==> src/rtl/byte_pack_lanes.sv <==
// Packs a val/rdy byte stream into NBYTES-wide words with a per-lane enable mask.
// Define BYTE_PACK_BIG_ENDIAN_EN to place the first byte of each word in the most significant lane.
module byte_pack_lanes #(
    parameter int unsigned NBYTES = 2
) (
    input  logic                  clk,
    input  logic                  reset,
    input  logic                  in_val,
    output logic                  in_rdy,
    input  logic [7:0]            in_data,
    input  logic                  in_last,
    output logic                  out_val,
    input  logic                  out_rdy,
    output logic [8*NBYTES-1:0]   out_data,
    output logic [NBYTES-1:0]     out_en
);

    localparam int unsigned DW = 8 * NBYTES;
    localparam int unsigned CW = $clog2(NBYTES);

    typedef enum logic {
        S_IDLE  = 1'b0,
        S_ACCUM = 1'b1
    } state_t;

    state_t            r_state;
    state_t            w_state_nxt;
    logic [CW-1:0]     r_cnt;
    logic [CW-1:0]     w_cnt_nxt;
    logic [DW-1:0]     r_acc;
    logic [DW-1:0]     w_acc_nxt;
    logic [NBYTES-1:0] r_acc_mask;
    logic [NBYTES-1:0] w_acc_mask_nxt;
    logic [DW-1:0]     r_obuf;
    logic [DW-1:0]     w_obuf_nxt;
    logic [NBYTES-1:0] r_obuf_en;
    logic [NBYTES-1:0] w_obuf_en_nxt;
    logic              r_out_val;
    logic              w_out_val_nxt;

    logic              w_in_rdy;
    logic              w_in_xfer;
    logic              w_emit;
    logic [CW-1:0]     w_lane;
    logic [DW-1:0]     w_acc_new;
    logic [NBYTES-1:0] w_mask_new;

    // Lane selection and the word as it would look with the incoming byte merged in
    always_comb begin
`ifdef BYTE_PACK_BIG_ENDIAN_EN
        w_lane = CW'(NBYTES - 1) - r_cnt;
`else
        w_lane = r_cnt;
`endif
        w_acc_new  = r_acc | (DW'(in_data) << {w_lane, 3'b000});
        w_mask_new = r_acc_mask | (NBYTES'(1) << w_lane);
        w_in_rdy   = !r_out_val || out_rdy;
        w_in_xfer  = in_val && w_in_rdy;
        w_emit     = w_in_xfer && ((r_cnt == CW'(NBYTES - 1)) || in_last);
    end

    // Next-state, accumulator and output-buffer update
    always_comb begin
        w_state_nxt    = r_state;
        w_cnt_nxt      = r_cnt;
        w_acc_nxt      = r_acc;
        w_acc_mask_nxt = r_acc_mask;
        w_obuf_nxt     = r_obuf;
        w_obuf_en_nxt  = r_obuf_en;
        w_out_val_nxt  = r_out_val;

        if (r_out_val && out_rdy) begin
            w_out_val_nxt = 1'b0;
        end

        if (w_emit) begin
            w_obuf_nxt     = w_acc_new;
            w_obuf_en_nxt  = w_mask_new;
            w_out_val_nxt  = 1'b1;
            w_acc_nxt      = '0;
            w_acc_mask_nxt = '0;
            w_cnt_nxt      = '0;
        end else if (w_in_xfer) begin
            w_acc_nxt      = w_acc_new;
            w_acc_mask_nxt = w_mask_new;
            w_cnt_nxt      = r_cnt + CW'(1);
        end

        case (r_state)
            S_IDLE:  if (w_in_xfer && !w_emit) w_state_nxt = S_ACCUM;
            S_ACCUM: if (w_emit)               w_state_nxt = S_IDLE;
            default: w_state_nxt = S_IDLE;
        endcase
    end

    always_ff @(posedge clk) begin
        if (reset) begin
            r_state    <= S_IDLE;
            r_cnt      <= '0;
            r_acc      <= '0;
            r_acc_mask <= '0;
            r_obuf     <= '0;
            r_obuf_en  <= '0;
            r_out_val  <= 1'b0;
        end else begin
            r_state    <= w_state_nxt;
            r_cnt      <= w_cnt_nxt;
            r_acc      <= w_acc_nxt;
            r_acc_mask <= w_acc_mask_nxt;
            r_obuf     <= w_obuf_nxt;
            r_obuf_en  <= w_obuf_en_nxt;
            r_out_val  <= w_out_val_nxt;
        end
    end

    assign in_rdy   = w_in_rdy;
    assign out_val  = r_out_val;
    assign out_data = r_obuf;
    assign out_en   = r_obuf_en;

endmodule

==> config.mk <==
export PLATFORM = sky130hd
export DESIGN_NAME = byte_pack_lanes
export DESIGN_NICKNAME = d
export VERILOG_FILES = /design/src/rtl/byte_pack_lanes.sv
export SDC_FILE = /design/constraint.sdc
export NUM_CORES = 1
export LEC_CHECK = 0
export ABC_AREA = 1
export CAP_MARGIN = 20
export CELL_PAD_IN_SITES_DETAIL_PLACEMENT = 1
export CELL_PAD_IN_SITES_GLOBAL_PLACEMENT = 2
export CORE_MARGIN = 2
export CORE_UTILIZATION = 28
export DETAILED_ROUTE_END_ITERATION = 8
export HOLD_SLACK_MARGIN = 0.06
export PLACE_DENSITY_LB_ADDON = 0.3
export SLEW_MARGIN = 25
export SYNTH_ARGS = -nofsm -noshare
export SYNTH_HDL_FRONTEND = slang
export SYNTH_SLANG_ARGS = --single-unit
==> constraint.sdc <==
create_clock -name clk -period 1.3 [get_ports clk]
set_clock_uncertainty 0.1 [all_clocks]
set_input_delay 0.325 -clock clk [delete_from_list [all_inputs] [get_ports clk]]
set_output_delay 0.325 -clock clk [all_outputs]
set_load 0.02 [all_outputs]
==> impl_metrics.csv, run 1 <==
group,metric,value,unit
outcome,status,"finished, final reports clean",
timing,finalSetupViolations,0,
placement,dpl_cell_area,0.002054,mm²
timing,layout_min_cycle_time,1.269,ns
timing,rsz0062_at_grt,"yes",
placement,dp_slack,-0.6681,ns
timing,fin_crit_sh,97.59,%
finish,drive_gt1_share,27.10,%
global_routing,antenna_found_initial,0,
clock_network,clockBufferDepth,2,
finish,final_area,0.002187,mm²
finish,antennaDiodeCount,0,
drt,vias_per_cell,4.257,
logic_synthesis,synth_cell_types,17,
drt,drt-initial-drc-count,39,
worst_setup_path,worstPathArrival,0.84,ns
drt,wl,4042,µm
timing,finalHoldViolCount,0,
floorplan,dieHeight,78.92,µm
clock_network,cts_root_buffer,"clkbuf_8",
floorplan,core_region_area,0.005473,mm²
timing,drv_slew,0,
flow_run,cap_violations,0,
floorplan,dieWidth,78.92,µm
global_routing,grt_start_max_net_pins,20,
placement,routabilityCongestion,0.6701,
clock_network,clk_pin_slew,0.08,ns
logic_synthesis,ys_ff_latch,38,
global_routing,grtUsageTotal,14.57,%
floorplan,initial_core_util,28.72,%
floorplan,ios,33,
power_and_ir_drop,p_leak,1.071,nW
logic_synthesis,synth.avg_cell_area,7.413,µm²
clock_network,htreeDepth,2,
power_and_ir_drop,ir_drop,0.6138,mV
power_and_ir_drop,powerDensity,1224,mW/mm²
clock_network,hold_buffers,0,
worst_setup_path,cp_slowest_cell,"dfxtp_2",
logic_synthesis,ys.warnings.count,0,
logic_synthesis,syn_area,0.001572,mm²
floorplan,dieArea,0.006228,mm²
placement,io_buffers,32,
worst_setup_path,crit_path_cell_trace,"nand2_4 -> buf_4",
timing,fmax,788.2,MHz
placement,hpwl,2610,µm
worst_setup_path,required,0.88,ns
finish,final_net_count,274,
clock_network,clock_sinks,38,
drt,drt_first_pass_iters,4,
worst_setup_path,end_kind,"output pin",
drt,drc,0,
drt,ant_nets,0,
floorplan,row_count,27,
global_routing,grt_pass1_wl,7003,µm
global_routing,overflow,0,
worst_setup_path,worst-setup-path-type,"reg -> out",
logic_synthesis,syn_nets,225,
timing,worst_slack,0.03132,ns
timing,relSlewSlack,87.01,%
worst_setup_path,start_kind,"flip-flop",
timing,tightest_slew,0.1928,ns
logic_synthesis,synth_cells,212,
logic_synthesis,yosysSeqAreaShare,48.41,%
worst_hold_path,hold_path.class,"reg -> reg",
clock_network,numCtsBuffers,5,
worst_setup_path,cp_max_fo,3,
drt,routedWlPerCell,12.10,µm
finish,area_growth,39.17,%
clock_network,clk_latency,0.29,ns
drt,dr_total_vias,1422,
global_routing,grt_pass1_vias,1455,
worst_setup_path,cp_slowest_stage_delay,0.36,ns
clock_network,cts_tree,"built",
-- sequential cells by signal, indices dropped and copies added (netlist names) --
name,count
out_data,16
out_val,1
out_en,2
r_cnt,1
r_acc,16
r_acc_mask,2
-- path summary, 6_finish.rpt --
path	from	to	slack, ns	depth (start not counted)
min	r_acc_mask[0]	r_acc_mask[0]	0.38	2
max	out_val	in_rdy	0.03	2
min reg2reg	r_acc_mask[0]	r_acc_mask[0]	0.38	2
max reg2reg	out_val	out_data[7]	0.04	8
-- cell type report --
type	count	area [µm²]
Inverter	32	120.1
Clock inverter	1	5.005
Timing Repair Buffer	50	429.2
Multi-Input combinational cell	134	693.2
Clock buffer	7	86.33
Tap cell	72	90.09
Fill cell	694	3286
Sequential cell	38	763.2
-- cells in the mapped netlist (all sizes together) --
| library cell | number | area share (%) |
|---|---|---|
| a21boi | 1 | 1.2 |
| a21oi | 4 | 1.3 |
| buf | 6 | 3.1 |
| clkbuf | 2 | 0.48 |
| dfxtp | 38 | 48 |
| inv | 32 | 7.6 |
| nand2 | 42 | 11 |
| nand3 | 3 | 1.8 |
| nor2 | 52 | 12 |
| o21ai | 16 | 5.1 |
| o21bai | 16 | 7.6 |
-- timing repair --
| action | 4_1_cts | 5_1_grt |
|---|---|---|
| resized for setup | 93 | 18 |
| pin swaps | 3 | 7 |
| endpoints found under the setup margin | 58 | 9 |
| setup buffers | 3 | 2 |
| gates cloned | 1 | 0 |
-- power by group --
group	internal [mW]	switching, mW	leakage, nW
Clock	0.428	0.418	0.0482
Sequential	1.24	0.0334	0.312
Combinational	0.244	0.317	0.711
Total	1.91	0.768	1.07
-- through the flow --
step                instances  setup TNS [ns]  utilization, %  power (mW)  hold slack [ns]
floorplan                 212               0               -       1.600           0.2867
global placement          320          -19.95           37.54       1.829           0.3471
detailed placement        320          -20.42           37.54       1.840           0.3618
CTS                       332               0           38.87       2.691           0.3744
global route              334        -0.03948           39.96       2.854           0.4082
finish                    334               0           39.96       2.678           0.3787
-- placed cells by master, fill, tap and decap left out, drive strengths merged, types with 4 or more instances in the layout --
master         synthesis  layout
nor2                  52      52
nand2                 42      42
dfxtp                 38      38
buf                    6      37
inv                   32      32
o21bai                16      16
o21ai                 16      16
clkdlybuf4s50          0       9
clkbuf                 2       7
a21oi                  4       4
-- metal layers --
layer	vias up	share of wire, %	track usage (%)	routed length, µm
li1	737	-	-	-
met1	654	47	18.89	1886
met2	27	48	23.68	1943
met3	4	4.5	3.864	180
met4	0	0.77	4.655	31
met5	-	0	0	0
-- worst max-delay path: cells and delay by family, from the launching register on --
family	cells	cell delay, ns
and+or+nand+nor	1	0.05
DFF	1	0.36
buffers and inverters	1	0.15
-- kinds of logic after synthesis --
| logic type | Yosys count | share of synthesized area, % |
|---|---|---|
| AOI/OAI and AO/OA | 37 | 15.21 |
| DFF | 38 | 48.41 |
| buffers and inverters | 40 | 11.23 |
| and+or+nand+nor | 97 | 25.16 |
No activity file was read; power rests on OpenSTA's default activity.
==> run 2, diff against run 1 <==
--- a/config.mk
+++ b/config.mk
@@ -10,7 +10,7 @@
 export CELL_PAD_IN_SITES_DETAIL_PLACEMENT = 1
 export CELL_PAD_IN_SITES_GLOBAL_PLACEMENT = 2
 export CORE_MARGIN = 2
-export CORE_UTILIZATION = 28
+export CORE_UTILIZATION = 25
 export DETAILED_ROUTE_END_ITERATION = 8
 export HOLD_SLACK_MARGIN = 0.06
 export PLACE_DENSITY_LB_ADDON = 0.3
==> constraint.sdc (replaced) <==
create_clock -name clk -period 1.05 [get_ports clk]
set_clock_uncertainty 0.1 [all_clocks]
set_input_delay 0.2625 -clock clk [delete_from_list [all_inputs] [get_ports clk]]
set_output_delay 0.2625 -clock clk [all_outputs]
set_load 0.1 [all_outputs]
==> run 2 against run 1 <==
  * The flow now finishes with violations (negative setup slack)
  * Largest cell class is now multi-input combinational cells
  * Worst hold slack better by 0.0022 ns
  * Critical endpoint unchanged
  * Critical path type unchanged
  * Combinational power rose to 2.7 times the previous value
  * Setup slack worse by 0.34 ns
==> impl_metrics.csv, run 2 (synthesis results as in run 1) <==
group,metric,value,unit
finish,fill_cells,671,
finish,drive_gt1_share,53.31,%
outcome,status,"finished, violations left",
worst_setup_path,cp_slowest_cell,"dfxtp_4",
global_routing,overflow,0,
power_and_ir_drop,swShare,36.21,%
drt,drt_first_pass_iters,2,
outcome,failed_checks,"negative setup slack",
placement,dpl_cell_area,0.002326,mm²
clock_network,clk_pin_slew,0.07,ns
global_routing,grt_start_max_net_pins,17,
timing,worst_slack,-0.3134,ns
finish,final_cell_mix,"inv_1, nor2_1, buf_12",
power_and_ir_drop,power_frac_seq,38.7,%
worst_setup_path,crit_path_cell_trace,"nand2_8 -> buf_6 -> buf_12",
finish,final_area,0.002947,mm²
global_routing,grt_pass1_wl,7679,µm
power_and_ir_drop,p_total,4.202,mW
worst_setup_path,worstPathArrival,1.00,ns
timing,fmax,733.5,MHz
clock_network,clock_sinks,38,
timing,rsz0062_at_grt,"yes",
timing,setup_tns,-11.26,ns
finish,antennaDiodeCount,0,
timing,layout_min_cycle_time,1.363,ns
global_routing,grtUsageTotal,14.03,%
timing,holdWs,0.3808,ns
floorplan,initial_core_util,26.23,%
finish,register_area,788.3,µm²
floorplan,row_count,28,
timing,relSlewSlack,77.88,%
finish,multi_input_area,0.001003,mm²
timing,finalSetupViolations,58,
floorplan,dieArea,0.006936,mm²
worst_setup_path,required,0.69,ns
worst_setup_path,end_kind,"output pin",
timing,fin_crit_sh,129.8,%
worst_setup_path,start_kind,"flip-flop",
worst_hold_path,hold_path.class,"reg -> reg",
drt,dr_total_vias,1531,
worst_setup_path,worst-setup-path-type,"reg -> out",
placement,routabilityCongestion,0.6942,
worst_setup_path,crit_family,"flip-flops",
floorplan,dieHeight,83.29,µm
clock_network,clk_latency,0.29,ns
clock_network,cts_root_buffer,"clkbuf_8",
clock_network,htreeDepth,2,
clock_network,clockBufferDepth,2,
placement,hpwl,2743,µm
drt,wl,4720,µm
worst_setup_path,cp_slowest_stage_delay,0.39,ns
power_and_ir_drop,comb_power_share,36.3,%
drt,drt-initial-drc-count,33,
power_and_ir_drop,p_leak,1.239,nW
clock_network,cts_tree,"built",
finish,final_net_count,284,
power_and_ir_drop,p_sw,1.522,mW
global_routing,antenna_found_initial,0,
timing,tightest_slew,0.3311,ns
power_and_ir_drop,p_int,2.681,mW
flow_run,cap_violations,0,
clock_network,hold_buffers,0,
timing,drv_slew,0,
global_routing,grt_pass1_vias,1557,
power_and_ir_drop,powerDensity,1426,mW/mm²
drt,routedWlPerCell,13.60,µm
drt,vias_per_cell,4.412,
power_and_ir_drop,ir_drop,0.8814,mV
drt,drc,0,
finish,final_common_cell,"inv_1",
floorplan,dieWidth,83.29,µm
clock_network,numCtsBuffers,5,
timing,finalHoldViolCount,0,
power_and_ir_drop,power_frac_clock,25.0,%
drt,ant_nets,0,
worst_setup_path,cp_num_buf_inv,2,
worst_setup_path,cp_max_fo,3,
floorplan,core_region_area,0.005991,mm²
placement,io_buffers,32,
floorplan,ios,33,
finish,area_growth,87.50,%
finish,utilization,49.19,%
==> run 2: changes by cell type in the layout (fill, tap and decap cells not counted), moves of 5 or more <==
cell     change
dfxtp_1     -18
o21ai_2      +6
nor2_1      -18
buf_12      +21
nand2_1     -14
nand2_4      +5
o21ai_0     -11
dfxtp_2     +17
buf_2       -19
nand2_2      +8
nor2_4      +15
==> run 2: power by group through the flow <==
stage	Sequential (mW)	Clock [mW]	Combinational, mW
after global routing	1.64	1.16	1.61
final	1.63	1.05	1.53
after detailed placement	1.65	0	1.20
after floorplan	2.05	0	0.323
after CTS	1.62	1.09	1.35
after global placement	1.65	0	1.19
==> run 2: through the flow <==
step	std cells	worst slack, ns
after floorplan	212	-0.4118
after global placement	323	-0.5558
after detailed placement	323	-0.5859
after CTS	345	-0.3169
after global routing	347	-0.3533
final	347	-0.3134
==> run 2: repair_timing <==
action                                  4_1_cts  5_1_grt
gates cloned                                  5        2
pin swaps                                     7       27
gates resized for setup                      45       78
setup buffers                                13        3
endpoints found under the setup margin       58       58
==> run 2: cell type report <==
cell class                 instances  share of cell area (%)
inverter                          32                   4.161
sequential                        38                   26.75
multi-input combinational        137                   34.06
clock inverter                     1                  0.1699
tap                               75                   3.185
clock buffer                       7                   2.930
timing repair buffer              57                   28.75
==> run 2: worst paths after layout <==
path	startpoint	end	slack (ns)	cells after the start
worst max-delay path	out_val	in_rdy	-0.31	3
worst min-delay path	r_acc_mask[0]	r_acc_mask[0]	0.38	2
worst max register to register	out_val	r_acc[7]	-0.25	6
worst min register to register	r_acc_mask[0]	r_acc_mask[0]	0.38	2
==> run 2: layer usage <==
| layer | global-route usage [%] | wire length (µm) |
|---|---|---|
| met4 | 6.259 | 76 |
| met2 | 23.83 | 2495 |
| met5 | 0 | 0 |
| met1 | 16.91 | 2014 |
| met3 | 3.082 | 133 |
==> run 2: tightest hold or removal path, stage by stage (launching register included) <==
cell and delay, ns:
dfxtp_1 0.32, inv_1 0.07, a21oi_2 0.05
